`config.mk`:
```
export PLATFORM = sky130hd
export DESIGN_NAME = ahb_decoder_mux
export DESIGN_NICKNAME = d
export VERILOG_FILES = /design/src/rtl/ahb_pkg.sv /design/src/rtl/ahb_default_slave.sv /design/src/rtl/ahb_decoder_mux.sv
export SDC_FILE = /design/constraint.sdc
export NUM_CORES = 1
export LEC_CHECK = 0
export ABC_AREA = 1
export CAP_MARGIN = 10
export CORE_MARGIN = 2
export CORE_UTILIZATION = 25
export DETAILED_ROUTE_END_ITERATION = 8
export GPL_TIMING_DRIVEN = 0
export PLACE_DENSITY = 0.87
export RECOVER_POWER = 50
export SLEW_MARGIN = 30
export SYNTH_ARGS = -nofsm -noshare
export SYNTH_HDL_FRONTEND = slang
export SYNTH_SLANG_ARGS = --single-unit
export TNS_END_PERCENT = 100
```
`constraint.sdc`:
```
create_clock -name clk -period 3.3 [get_ports clk]
set_clock_uncertainty 0.15 [all_clocks]
set_input_delay 0.825 -clock clk [delete_from_list [all_inputs] [get_ports clk]]
set_output_delay 0.825 -clock clk [all_outputs]
set_load 0.01 [all_outputs]
```
`src/rtl/ahb_pkg.sv`:
```
// Shared AHB-Lite encodings and default-slave state type.
package ahb_pkg;

  localparam logic [1:0] HTRANS_IDLE   = 2'b00;
  localparam logic [1:0] HTRANS_BUSY   = 2'b01;
  localparam logic [1:0] HTRANS_NONSEQ = 2'b10;
  localparam logic [1:0] HTRANS_SEQ    = 2'b11;

  localparam logic HRESP_OKAY  = 1'b0;
  localparam logic HRESP_ERROR = 1'b1;

  typedef enum logic [1:0] {
    DS_IDLE,
    DS_ERR1,
    DS_ERR2
  } ds_state_t;

endpackage

```
`src/rtl/ahb_default_slave.sv`:
```
// Default slave: answers unmapped active transfers with a
// two-cycle ERROR response.
module ahb_default_slave
  import ahb_pkg::*;
(
  input  logic clk,
  input  logic rst,
  input  logic hready,
  input  logic xfer_req,
  output logic hreadyout,
  output logic hresp
);

  ds_state_t state;
  ds_state_t state_nxt;

  always_ff @(posedge clk) begin
    if (rst) state <= DS_IDLE;
    else     state <= state_nxt;
  end

  always_comb begin
    state_nxt = state;
    hreadyout = 1'b1;
    hresp     = HRESP_OKAY;
    unique case (state)
      DS_IDLE: begin
        if (hready && xfer_req) state_nxt = DS_ERR1;
      end
      DS_ERR1: begin
        hreadyout = 1'b0;
        hresp     = HRESP_ERROR;
        state_nxt = DS_ERR2;
      end
      DS_ERR2: begin
        hresp = HRESP_ERROR;
        // ERR2 completes the transfer, so a new error can chain here
        if (hready && xfer_req) state_nxt = DS_ERR1;
        else                    state_nxt = DS_IDLE;
      end
      default: state_nxt = DS_IDLE;
    endcase
  end

endmodule

```
`src/rtl/ahb_decoder_mux.sv`:
```
// AHB-Lite address decoder and response mux with a
// built-in default slave for unmapped regions.
module ahb_decoder_mux
  import ahb_pkg::*;
#(
  parameter int ADDR_W     = 16,
  parameter int DATA_W     = 32,
  parameter int N_SLAVES   = 3,
  parameter int SEL_BITS   = 3,
  parameter int FIRST_CODE = 1
) (
  input  logic                       clk,
  input  logic                       rst,
  input  logic [ADDR_W-1:0]          haddr,
  input  logic [1:0]                 htrans,
  output logic [N_SLAVES-1:0]        hsel,
  input  logic [N_SLAVES*DATA_W-1:0] hrdata_s,
  input  logic [N_SLAVES-1:0]        hreadyout_s,
  input  logic [N_SLAVES-1:0]        hresp_s,
  output logic [DATA_W-1:0]          hrdata,
  output logic                       hready,
  output logic                       hresp
);

  if (N_SLAVES < 1 ||
      FIRST_CODE + N_SLAVES > (1 << SEL_BITS)) begin : g_bad_map
    $fatal(1, "ahb_decoder_mux: region map exceeds code space");
  end

  logic [SEL_BITS-1:0] code;
  logic [N_SLAVES-1:0] hsel_dec;
  logic                mapped;
  logic                active;
  logic                xfer_req;
  logic                ds_ready;
  logic                ds_resp;
  logic                unused_addr;

  // Bit N_SLAVES marks the default slave; all-zero means NONE
  logic [N_SLAVES:0]   dp_own;

  assign code        = haddr[ADDR_W-1 -: SEL_BITS];
  assign unused_addr = ^haddr[ADDR_W-SEL_BITS-1:0];

  for (genvar i = 0; i < N_SLAVES; i++) begin : g_dec
    assign hsel_dec[i] = (code == SEL_BITS'(FIRST_CODE + i));
  end

  assign mapped   = |hsel_dec;
  assign active   = (htrans == HTRANS_NONSEQ) ||
                    (htrans == HTRANS_SEQ);
  assign xfer_req = !mapped && active;
  assign hsel     = rst ? '0 : hsel_dec;

  always_ff @(posedge clk) begin
    if (rst)         dp_own <= '0;
    else if (hready) dp_own <= {xfer_req, hsel_dec};
  end

  ahb_default_slave u_def (
    .clk       (clk),
    .rst       (rst),
    .hready    (hready),
    .xfer_req  (xfer_req),
    .hreadyout (ds_ready),
    .hresp     (ds_resp)
  );

  always_comb begin
    hready = 1'b1;
    hresp  = HRESP_OKAY;
    hrdata = '0;
    for (int i = 0; i < N_SLAVES; i++) begin
      if (dp_own[i]) begin
        hready = hreadyout_s[i];
        hresp  = hresp_s[i];
        hrdata = hrdata_s[i*DATA_W +: DATA_W];
      end
    end
    if (dp_own[N_SLAVES]) begin
      hready = ds_ready;
      hresp  = ds_resp;
    end
  end

endmodule

```
# Word level (Yosys, flattened, before mapping)
# Cells that the tools add are included.
[word_totals]
ff_bits = 6
latch_bits = 0
ramBits = 0
mem_bits_ro = 0
inputBits = 122
output_inout_bits = 37
word_cells = 34
n_memories = 0
[op_classes]
addsub = 0
multipliers = 0
div = 0
magnitude_cmp = 0
eq_ne = 8
n_shift = 0
muxes = 17
n_bitwise = 0
n_reduce_logical = 7
[ops]
columns = ["op", "n"]
rows = [
  ["$mux W32", 3],
  ["$mux W1", 11],
  ["$eq A2 B2 Y1 const B", 3],
  ["$eq A3 B2 Y1 const B", 2],
  ["$pmux W2 S3", 1],
  ["$eq A3 B1 Y1 const B", 1],
  ["$mux W3", 1],
  ["$reduce_or A3 Y1", 1],
  ["$eq A2 B1 Y1 const B", 1],
  ["$logic_and A1 B1 Y1", 2],
  ["$logic_not A2 Y1", 1],
  ["$mux W2", 1],
  ["$ne A2 B1 Y1 const B", 1],
  ["$reduce_or A2 Y1", 1],
  ["$logic_not A1 Y1", 1],
  ["$logic_or A1 B1 Y1", 1],
]

# Logic depth before layout (Yosys ltp)
# Gate-level depths: netlist of run 1.
[logic_depth]
depth_word = 7
depth_mapped = 10
depth_no_buf = 10

# Modules after synthesis
# From an unflattened synthesis of run 1, not the netlist that was laid out.
[hier_totals]
cells_unflattened = 228
hier_area_um2 = 1237.4
[modules_own_cells]
columns = ["module", "n_inst", "cells_per_inst", "area_per_inst_um2", "seq_area_each_um2"]
rows = [
  ["ahb_decoder_mux", 1, 206, 1064.8, 80.1],
  ["ahb_default_slave", 1, 22, 172.7, 40.0],
]

# Worst setup path before layout of run 1
# No wires, ideal clock.
[synth_timing]
path_kind = "input to output"
from = "input haddr[15]"
to = "output hsel[1]"
t_arrival_ns = 1.277
setup_slack_ns = 1.048
cell_stages = 3
cell_sequence = "nor3_1 > inv_1 > nor2_1"
[synth_via]
elab_chain_len = 2
[synth_rtl]
columns = ["item", "line", "source"]
rows = [
  ["from (decl)", "ahb_decoder_mux.sv:14", "input logic [ADDR_W-1:0] haddr,"],
  ["$eq A3 B2 Y1", "ahb_decoder_mux.sv:46", "assign hsel_dec[i] = (code == SEL_BITS'(FIRST_CODE + i));"],
  ["$mux W3", "ahb_decoder_mux.sv:53", "assign hsel = rst ? '0 : hsel_dec;"],
  ["to (decl)", "ahb_decoder_mux.sv:16", "output logic [N_SLAVES-1:0] hsel,"],
]
# Every way passes these cells.

# Worst setup path in the final report of run 1
[layout_timing]
from = "input haddr[13]"
to = "output hsel[2]"
# Same word-level chain as after synthesis.

==> impl_metrics.ini, run 1 <==
[status]
status = finished clean

[critical_path]
arrival_ns = 2.24
start_kind = input pin
crit_type = in2out
path_cells = clkdlybuf4s50_1 > inv_1 > nor2_1 > nand2_1 > nor2_1 > clkdlybuf4s50_1
crit_fanout = 2
worstSetupEndpointType = primary output
crit_slowest_cell = clkdlybuf4s50_1
cpPeakStageDelay_ns = 0.55
critPathBufInv = 3
crit_family = buffers and inverters
required_ns = 2.32

[job]
max-cap-violations = 0

[final_layout]
area_delta_synth_final_pct = 148.0
nets = 451
finalInstanceArea_um2 = 2597
antenna_cells = 0
drive_above_1_share_pct = 7.143

[power]
intPower_mw = 0.8567
power_density_nw_per_um2 = 582.3
p_leak_nw = 0.9546
switching_share_pct = 43.36
p_clk_share_pct = 7.2
power_switching_mw = 0.6557
p_comb_share_pct = 84.9
peakVddDrop_mv = 0.3829
finalPower_mw = 1.512
p_seq_share_pct = 7.9

[floorplan]
start_util_pct = 25.99
num_io_pins = 159
rows = 23
fp.dieH_um = 68.72
core_area_um2 = 4029
die_area_um2 = 4722
die_w_um = 68.72

[drt]
wl_met3_um = 539
wl_met2_mm = 2.521
routedWlPerCell_um = 13.96
ant_nets = 0
wl_met1_mm = 2.103
drt_iter0_markers = 60
wl_mm = 5.192
dr.pass1.iters = 4
top_layer = met4
vias = 1768
via_per_inst = 4.753
drc = 0

[timing]
worst_slack_ns = 0.08331
hold_violations = 0
setup_violations = 0
worst_pin_slew_ns = 0.4698
period_minus_slack_ns = 3.217
slew_headroom_pct = 68.68
holdWs_ns = 0.3694
period_share_pct = 97.48
drv_slew = 0
fmax_mhz = 310.9

[global_routing]
grt_usage_pct = 19.22
grt_pass1_vias = 1515
grt_first_pass_wirelength_mm = 6.996
antenna_found_initial = 0
overflow = 0
grt_max_degree = 11

[clock_network]
cts.path.max_buffers = 2
clock_latency_ns = 0.22
cts_buffers = 3
htreeDepth = 1
cts_setup_buffers = 0
root_buffer = clkbuf_8
cts_resized = 0
ctsHoldBuffers = 0
tritoncts = done
clk_pin_slew_ns = 0.04
cts_sinks = 6

[placement]
place_area_um2 = 2551
dp_slack_ns = 0.03851
place_hpwl_mm = 4.173
portBuffers = 144
globalplace.congestion = 0.8345

[synthesis]
syn_nets = 302
yosys.cell_types.count = 22
ys_seq_elements = 6
synthTopCellsByArea = a22oi_1 23%, nand2_1 15%, o21ai_0 14%
synth_top_area_share_pct = 22.94
yosysSeqAreaShare_pct = 11.47
synth_warnings = 0
synth_top_area_cell = a22oi_1
synth_area_um2 = 1047
avgSynthCellArea_um2 = 5.984
synthCells = 175

[worst_hold_path]
hold_path_class = reg2reg
-- cell type report --
cell class              instances  area (um2)
well taps                      50       62.56
plain buffers                  14       72.57
clock buffers                   3       41.29
repair buffers                144        1441
fillers                       366        1431
inverters                      11       41.29
flip-flops and latches          6       120.1
multi-input cells             144       818.3
-- routing by layer --
layer	vias up	track usage, %
met4	0	3.431
met3	4	4.870
met1	767	22.46
met2	85	35.46
li1	912	-
met5	-	0
-- logic make-up (layout without fill, tap and decap cells) --
logic type | Yosys count | after routing | synth area share, %
buf+inv | 25 | 172 | 10.87
simple gates | 62 | 62 | 26.88
compound gates | 77 | 77 | 44.80
flops | 6 | 6 | 11.47
fa+ha+maj | 5 | 5 | 5.974
-- metrics by stage --
step / TNS [ns] / utilization, % / cells
after global placement: 0 / 63.32 / 369
after detailed placement: 0 / 63.32 / 369
after floorplan: 0 / - / 175
after CTS: 0 / 64.35 / 372
final: 0 / 64.47 / 372
after global routing: -0.02366 / 64.47 / 372
-- flip-flops by register name (all words and copies together), names as in the netlist --
signal,count
dp_own,4
u_def.state,2
-- power groups by stage --
stage | registers, mW | logic [mW] | clock network [mW]
floorplan | 0.116 | 0.629 | 0
CTS | 0.120 | 1.30 | 0.113
detailed placement | 0.121 | 1.29 | 0
finish | 0.120 | 1.28 | 0.109
global route | 0.125 | 1.40 | 0.117
global placement | 0.120 | 1.27 | 0
-- synthesized netlist by cell type, drive strengths merged --
| library cell | number |
|---|---|
| a21oi | 7 |
| a22oi | 32 |
| buf | 9 |
| clkbuf | 5 |
| dfxtp | 6 |
| ha | 5 |
| inv | 11 |
| nand2 | 45 |
| nand3 | 4 |
| nor2 | 11 |
| nor3 | 1 |
| o21ai | 38 |
| or2 | 1 |
-- cells in the final DEF, fill, tap and decap left out, types with 3 or more instances in the layout --
cell type / instances
a21oi_1: 6
a22oi_1: 32
buf_2: 4
buf_4: 4
clkbuf_1: 5
clkbuf_8: 3
clkdlybuf4s50_1: 144
dfxtp_1: 6
ha_1: 5
inv_1: 9
nand2_1: 41
nor2_1: 10
o21ai_0: 32
o21ai_1: 6
-- worst paths after layout --
path                                     start  slack [ns]  depth (start not counted)        endpoint
worst max register to register  u_def.state[1]        1.74                          7  u_def.state[1]
worst min-delay path                 dp_own[3]        0.37                          2       dp_own[3]
worst min register to register       dp_own[3]        0.37                          2       dp_own[3]
worst max-delay path                 haddr[13]        0.08                          6         hsel[2]
-- worst reg2reg max path, cell delays in order, from the launching register on --
cell and delay (ns):
dfxtp_1 0.34, inv_1 0.11, ha_1 0.21, or2_4 0.26, nand2_4 0.13, nand2_4 0.08
a21oi_1 0.13, nor2_1 0.06
Power figures use the tool's default switching activity.
==> inputs of run 2 (changes only) <==
--- a/config.mk
+++ b/config.mk
@@ -8,8 +8,9 @@
 export ABC_AREA = 1
+export ABC_CLOCK_PERIOD_IN_PS = 3500
 export CAP_MARGIN = 10
 export CORE_MARGIN = 2
-export CORE_UTILIZATION = 25
+export CORE_UTILIZATION = 23
 export DETAILED_ROUTE_END_ITERATION = 8
 export GPL_TIMING_DRIVEN = 0
-export PLACE_DENSITY = 0.87
+export PLACE_DENSITY = 0.81
 export RECOVER_POWER = 50
==> constraint.sdc (replaced) <==
create_clock -name clk -period 3.5 [get_ports clk]
set_clock_uncertainty 0.15 [all_clocks]
set_input_delay 0.875 -clock clk [delete_from_list [all_inputs] [get_ports clk]]
set_output_delay 0.875 -clock clk [all_outputs]
set_load 0.02 [all_outputs]
==> impl_metrics.ini, run 2 (synthesis results as in run 1) <==
[status]
status = finished clean

[clock_network]
ctsHoldBuffers = 0
cts_buffers = 3
cts.path.max_buffers = 2
root_buffer = clkbuf_8
tritoncts = done
cts_resized = 0
clk_pin_slew_ns = 0.04
clock_latency_ns = 0.22
cts_setup_buffers = 0
cts_sinks = 6
htreeDepth = 1

[final_layout]
seq_area_um2 = 120.1
final_common_cell = clkdlybuf4s50_1
layout_common_cells = 129 x clkdlybuf4s50_1, 43 x nand2_1, 32 x a22oi_1, 32 x o21ai_0, 15 x dlygate4sd3_1
fillerInstances = 421
antenna_cells = 0
drive_above_1_share_pct = 5.901
top_register = dp_own
multiInputGateArea_um2 = 799.5
area_delta_synth_final_pct = 146.5
largest_registers = dp_own x4, u_def.state x2
nets = 451
largest_register_ffs = 4

[drt]
wl_mm = 4.984
routedWlPerCell_um = 13.33
drt_iter0_markers = 66
drc = 0
vias = 1788
dr.pass1.iters = 4
ant_nets = 0
via_per_inst = 4.781

[power]
p_seq_share_pct = 7.5
p_clk_share_pct = 6.7
p_leak_nw = 0.9866
p_comb_share_pct = 85.8
power_switching_mw = 0.7580
intPower_mw = 0.7731
switching_share_pct = 49.51
power_density_nw_per_um2 = 593.2
peakVddDrop_mv = 0.3274

[worst_hold_path]
hold_path_class = reg2reg

[global_routing]
grt_usage_pct = 18.09
grt_max_degree = 11
grt_first_pass_wirelength_mm = 7.693
overflow = 0
antenna_found_initial = 0
grt_pass1_vias = 1758

[placement]
place_hpwl_mm = 4.008
globalplace.congestion = 0.8374
portBuffers = 144

[critical_path]
crit_fanout = 2
crit_slowest_cell = clkdlybuf4s50_1
worstSetupEndpointType = primary output
crit_family = buffers and inverters
crit_type = in2out
required_ns = 2.47
critPathBufInv = 4
start_kind = input pin
cpPeakStageDelay_ns = 0.61
arrival_ns = 2.37
path_cells = clkdlybuf4s50_1 > inv_1 > nor3_1 > inv_1 > nor2_1 > clkdlybuf4s50_1

[floorplan]
die_area_um2 = 5109
rows = 24
fp.dieH_um = 71.48
die_w_um = 71.48
core_area_um2 = 4384
start_util_pct = 23.89
num_io_pins = 159

[timing]
period_minus_slack_ns = 3.396
hold_violations = 0
fin_setup_tns_ns = 0
drv_slew = 0
holdWs_ns = 0.3764
worst_pin_slew_ns = 0.4540
period_share_pct = 97.02
rsz0062_at_grt = false
setup_violations = 0
fmax_mhz = 294.5
slew_headroom_pct = 69.73

[job]
max-cap-violations = 0
run 2: final timing paths:
| path | startpoint | endpoint | slack, ns | cells past startpoint |
|---|---|---|---|---|
| setup / recovery | haddr[14] | hsel[1] | 0.10 | 6 |
| hold / removal | dp_own[3] | dp_own[3] | 0.38 | 2 |
| setup reg to reg | u_def.state[1] | u_def.state[1] | 1.89 | 7 |
| hold reg to reg | dp_own[3] | dp_own[3] | 0.38 | 2 |
run 2: per-stage QoR:
| stage | cell area [um2] | std cells | setup slack (ns) | total power, mW | utilization, % |
|---|---|---|---|---|---|
| 2_1_floorplan | 1047 | 175 | 0.9572 | 0.8558 | - |
| 3_3_place_gp | 2554 | 371 | 0.08947 | 1.473 | 58.25 |
| 3_5_place_dp | 2554 | 371 | 0.08872 | 1.487 | 58.25 |
| 4_1_cts | 2595 | 374 | 0.08295 | 1.596 | 59.19 |
| 5_1_grt | 2581 | 374 | 0.001067 | 1.666 | 58.88 |
| 6_report | 2581 | 374 | 0.1041 | 1.531 | 58.88 |
run 2: layer usage:
layer  share of wire [%]  up-vias  global-route usage [%]
li1                    -      914                       -
met1                  42      779                   21.31
met2                  49       89                   33.54
met3                 8.4        6                   4.079
met4                 1.2        0                   3.354
met5                   0        -                       0
run 2: cell type report:
| cell class | instances | share of cell area, % |
|---|---|---|
| Tap cell | 52 | 2.521 |
| Timing Repair Buffer | 144 | 55.84 |
| Buffer | 14 | 2.811 |
| Sequential cell | 6 | 4.653 |
| Clock buffer | 3 | 1.600 |
| Inverter | 11 | 1.600 |
| Multi-Input combinational cell | 144 | 30.97 |
run 2: power by group through the flow:
| stage | Combinational (mW) | Clock, mW | Sequential [mW] |
|---|---|---|---|
| after floorplan | 0.747 | 0 | 0.109 |
| after global placement | 1.36 | 0 | 0.115 |
| after detailed placement | 1.37 | 0 | 0.116 |
| after CTS | 1.38 | 0.105 | 0.115 |
| after global routing | 1.44 | 0.110 | 0.118 |
| final | 1.31 | 0.103 | 0.114 |
run 2: worst min-delay path: cells and delay by family, from the launching register on:
family             cells  cell delay (ns)
AOI/OAI and AO/OA      1             0.06
and+or+nand+nor        1             0.07
DFF                    1             0.34
==> inputs of run 3 (changes only) <==
ABC_AREA = not set   (was 1)
CORE_ASPECT_RATIO = 0.5   (was not set)
CORE_UTILIZATION = 24   (was 23)
PLACE_DENSITY = 0.83   (was 0.81)
==> impl_metrics.ini, run 3 <==
[status]
status = finished clean

[final_layout]
area_delta_synth_final_pct = 144.8
largest_register_ffs = 4
drive_above_1_share_pct = 4.101
largest_registers = dp_own x4, u_def.state x2
nets = 446
seq_area_um2 = 120.1
fillerInstances = 407
top_register = dp_own
final_common_cell = clkdlybuf4s50_1
layout_common_cells = 131 x clkdlybuf4s50_1, 37 x nand2_1, 32 x a22oi_1, 24 x o21ai_1
final_util_pct = 60.29
antenna_cells = 0
multiInputGateArea_um2 = 859.6

[synthesis]
synth_top_family_by_area = compound AO/OA/AOI/OAI gates
syn_nets = 297
synth_top_area_cell = a22oi_1
synthCells = 170
synth_top_area_share_pct = 22.48
synthMuxAreaShare_pct = 1.874
ys_top_cells_by_count = 37 x nand2_1, 32 x a22oi_1, 24 x o21ai_1
yosys.area_share.simple_pct = 22.72
synth_area_um2 = 1069
synthTopCellsByArea = a22oi_1 22%, nand2_1 13%, dfxtp_1 11%
yosys.cell_types.count = 31
synth-adder-area-share_pct = 5.855
synth_xor_area_share_pct = 0
synth-compound-area-share_pct = 50.00
ys_seq_elements = 6
yosysSeqAreaShare_pct = 11.24
synth_warnings = 0
async_flop_share_pct = 0
synth_edf_count = 0
synth.most_common_cell = nand2_1
avgSynthCellArea_um2 = 6.285
ys.flop_type = dfxtp_1

[drt]
drt_iter0_markers = 76
routedWlPerCell_um = 15.73
ant_nets = 0
via_per_inst = 4.984
drc = 0
wl_mm = 5.884
dr.pass1.iters = 4
vias = 1864

[clock_network]
cts_buffers = 3
tritoncts = done
cts_sinks = 6
cts_resized = 0
cts.path.max_buffers = 2
root_buffer = clkbuf_8
ctsHoldBuffers = 0
clk_pin_slew_ns = 0.04
clock_latency_ns = 0.22
cts_setup_buffers = 0
htreeDepth = 1

[critical_path]
r2r_start = u_def.state[1]
worstSetupEndpointType = primary output
cpMostUsedCell = clkdlybuf4s50_1
start_kind = input pin
critPathBufInv = 3
crit_fanout = 10
path_cells = clkdlybuf4s50_1 > clkbuf_1 > nor3_1 > clkdlybuf4s50_1
crit_slowest_cell = clkdlybuf4s50_1
arrival_ns = 2.38
worstReg2RegEnd = dp_own[2]
required_ns = 2.47
cpPeakStageDelay_ns = 0.65
reg2reg_slack_ns = 1.81
crit_family = buffers and inverters
crit_type = in2out
reg2regPathDepth = 6

[timing]
hold_violations = 0
fin_setup_tns_ns = 0
slew_headroom_pct = 64.05
worst_pin_slew_ns = 0.5393
fmax_mhz = 294.0
holdWs_ns = 0.3629
rsz0062_at_grt = false
drv_slew = 0
period_minus_slack_ns = 3.402
period_share_pct = 97.19
setup_violations = 0

[floorplan]
die_area_um2 = 5034
rows = 17
core_area_um2 = 4339
num_io_pins = 159
start_util_pct = 24.63
die_w_um = 98.36
fp.dieH_um = 51.18

[placement]
globalplace.congestion = 0.8039
place_hpwl_mm = 4.912
portBuffers = 144

[global_routing]
grt_pass1_vias = 1830
antenna_found_initial = 0
overflow = 0
grt_max_degree = 11
grt_first_pass_wirelength_mm = 8.687
grt_usage_pct = 21.27

[power]
peakVddDrop_mv = 0.1058
power_density_nw_per_um2 = 193.0
p_leak_nw = 0.9316

[job]
max-cap-violations = 0

[worst_hold_path]
hold_depth = 2
hold_end = u_def.state[1]
hp-start = u_def.state[1]
hold_path_class = reg2reg
[run 3: cell types whose count changed after synthesis, moves of 3 or more]
cell and change:
inv_1 -5, o21ai_0 -18, o21ai_1 +16, a21oi_1 -3, nand2b_1 +4, nand2_1 -4
buf_4 -4, nor2_1 -5
[run 3: report_power, final]
part           switching [mW]  internal, mW
Clock                  0.0306        0.0740
Sequential            0.00644        0.0735
Combinational           0.133         0.188
[run 3: how the worst max path moves through the flow]
stage | cells after the start | end | from
after detailed placement | 4 | hsel[1] | haddr[14]
after global placement | 4 | hsel[1] | haddr[14]
final | 4 | hsel[2] | rst
after global routing | 4 | hsel[2] | rst
after CTS | 4 | hsel[1] | haddr[14]
after floorplan | 2 | hsel[1] | rst
[run 3: layout make-up]
type                            instances  area share [%]
Sequential cell                         6           4.591
Inverter                                4          0.5739
Multi-Input combinational cell        144           32.86
Tap cell                               57           2.726
Timing Repair Buffer                  144           54.85
Clock buffer                            3           1.578
Buffer                                 16           2.822
[run 3: per-layer routing]
layer	up-vias	track usage (%)	wire length, um
li1	924	-	-
met1	879	24.98	2309
met2	49	39.57	3279
met3	12	3.283	185
met4	0	8.447	110
met5	-	0	0
[run 3: cell families after synthesis]
group	Yosys count
adders and majority gates	5
muxes	2
AOI/OAI and AO/OA	82
DFF	6
and+or+nand+nor	55
buffers and inverters	20
[run 3: worst reg2reg max path, cell delays in order (launching register included)]
cell and delay [ns]:
dfxtp_1 0.37, inv_1 0.10, ha_1 0.19, nand2b_1 0.17, o21a_1 0.18, a211o_1 0.33, a21oi_2 0.12
[run 3: through the flow]
step / instances / setup WS [ns] / total power [mW] / cell area [um2]
6_report: 374 / 0.09843 / 0.5050 / 2616
5_1_grt: 374 / 0.007108 / 0.5353 / 2616
4_1_cts: 374 / 0.07090 / 0.5106 / 2623
3_5_place_dp: 371 / 0.08691 / 0.4035 / 2581
3_3_place_gp: 371 / 0.1142 / 0.3962 / 2581
2_1_floorplan: 170 / 0.7834 / 0.2010 / 1069
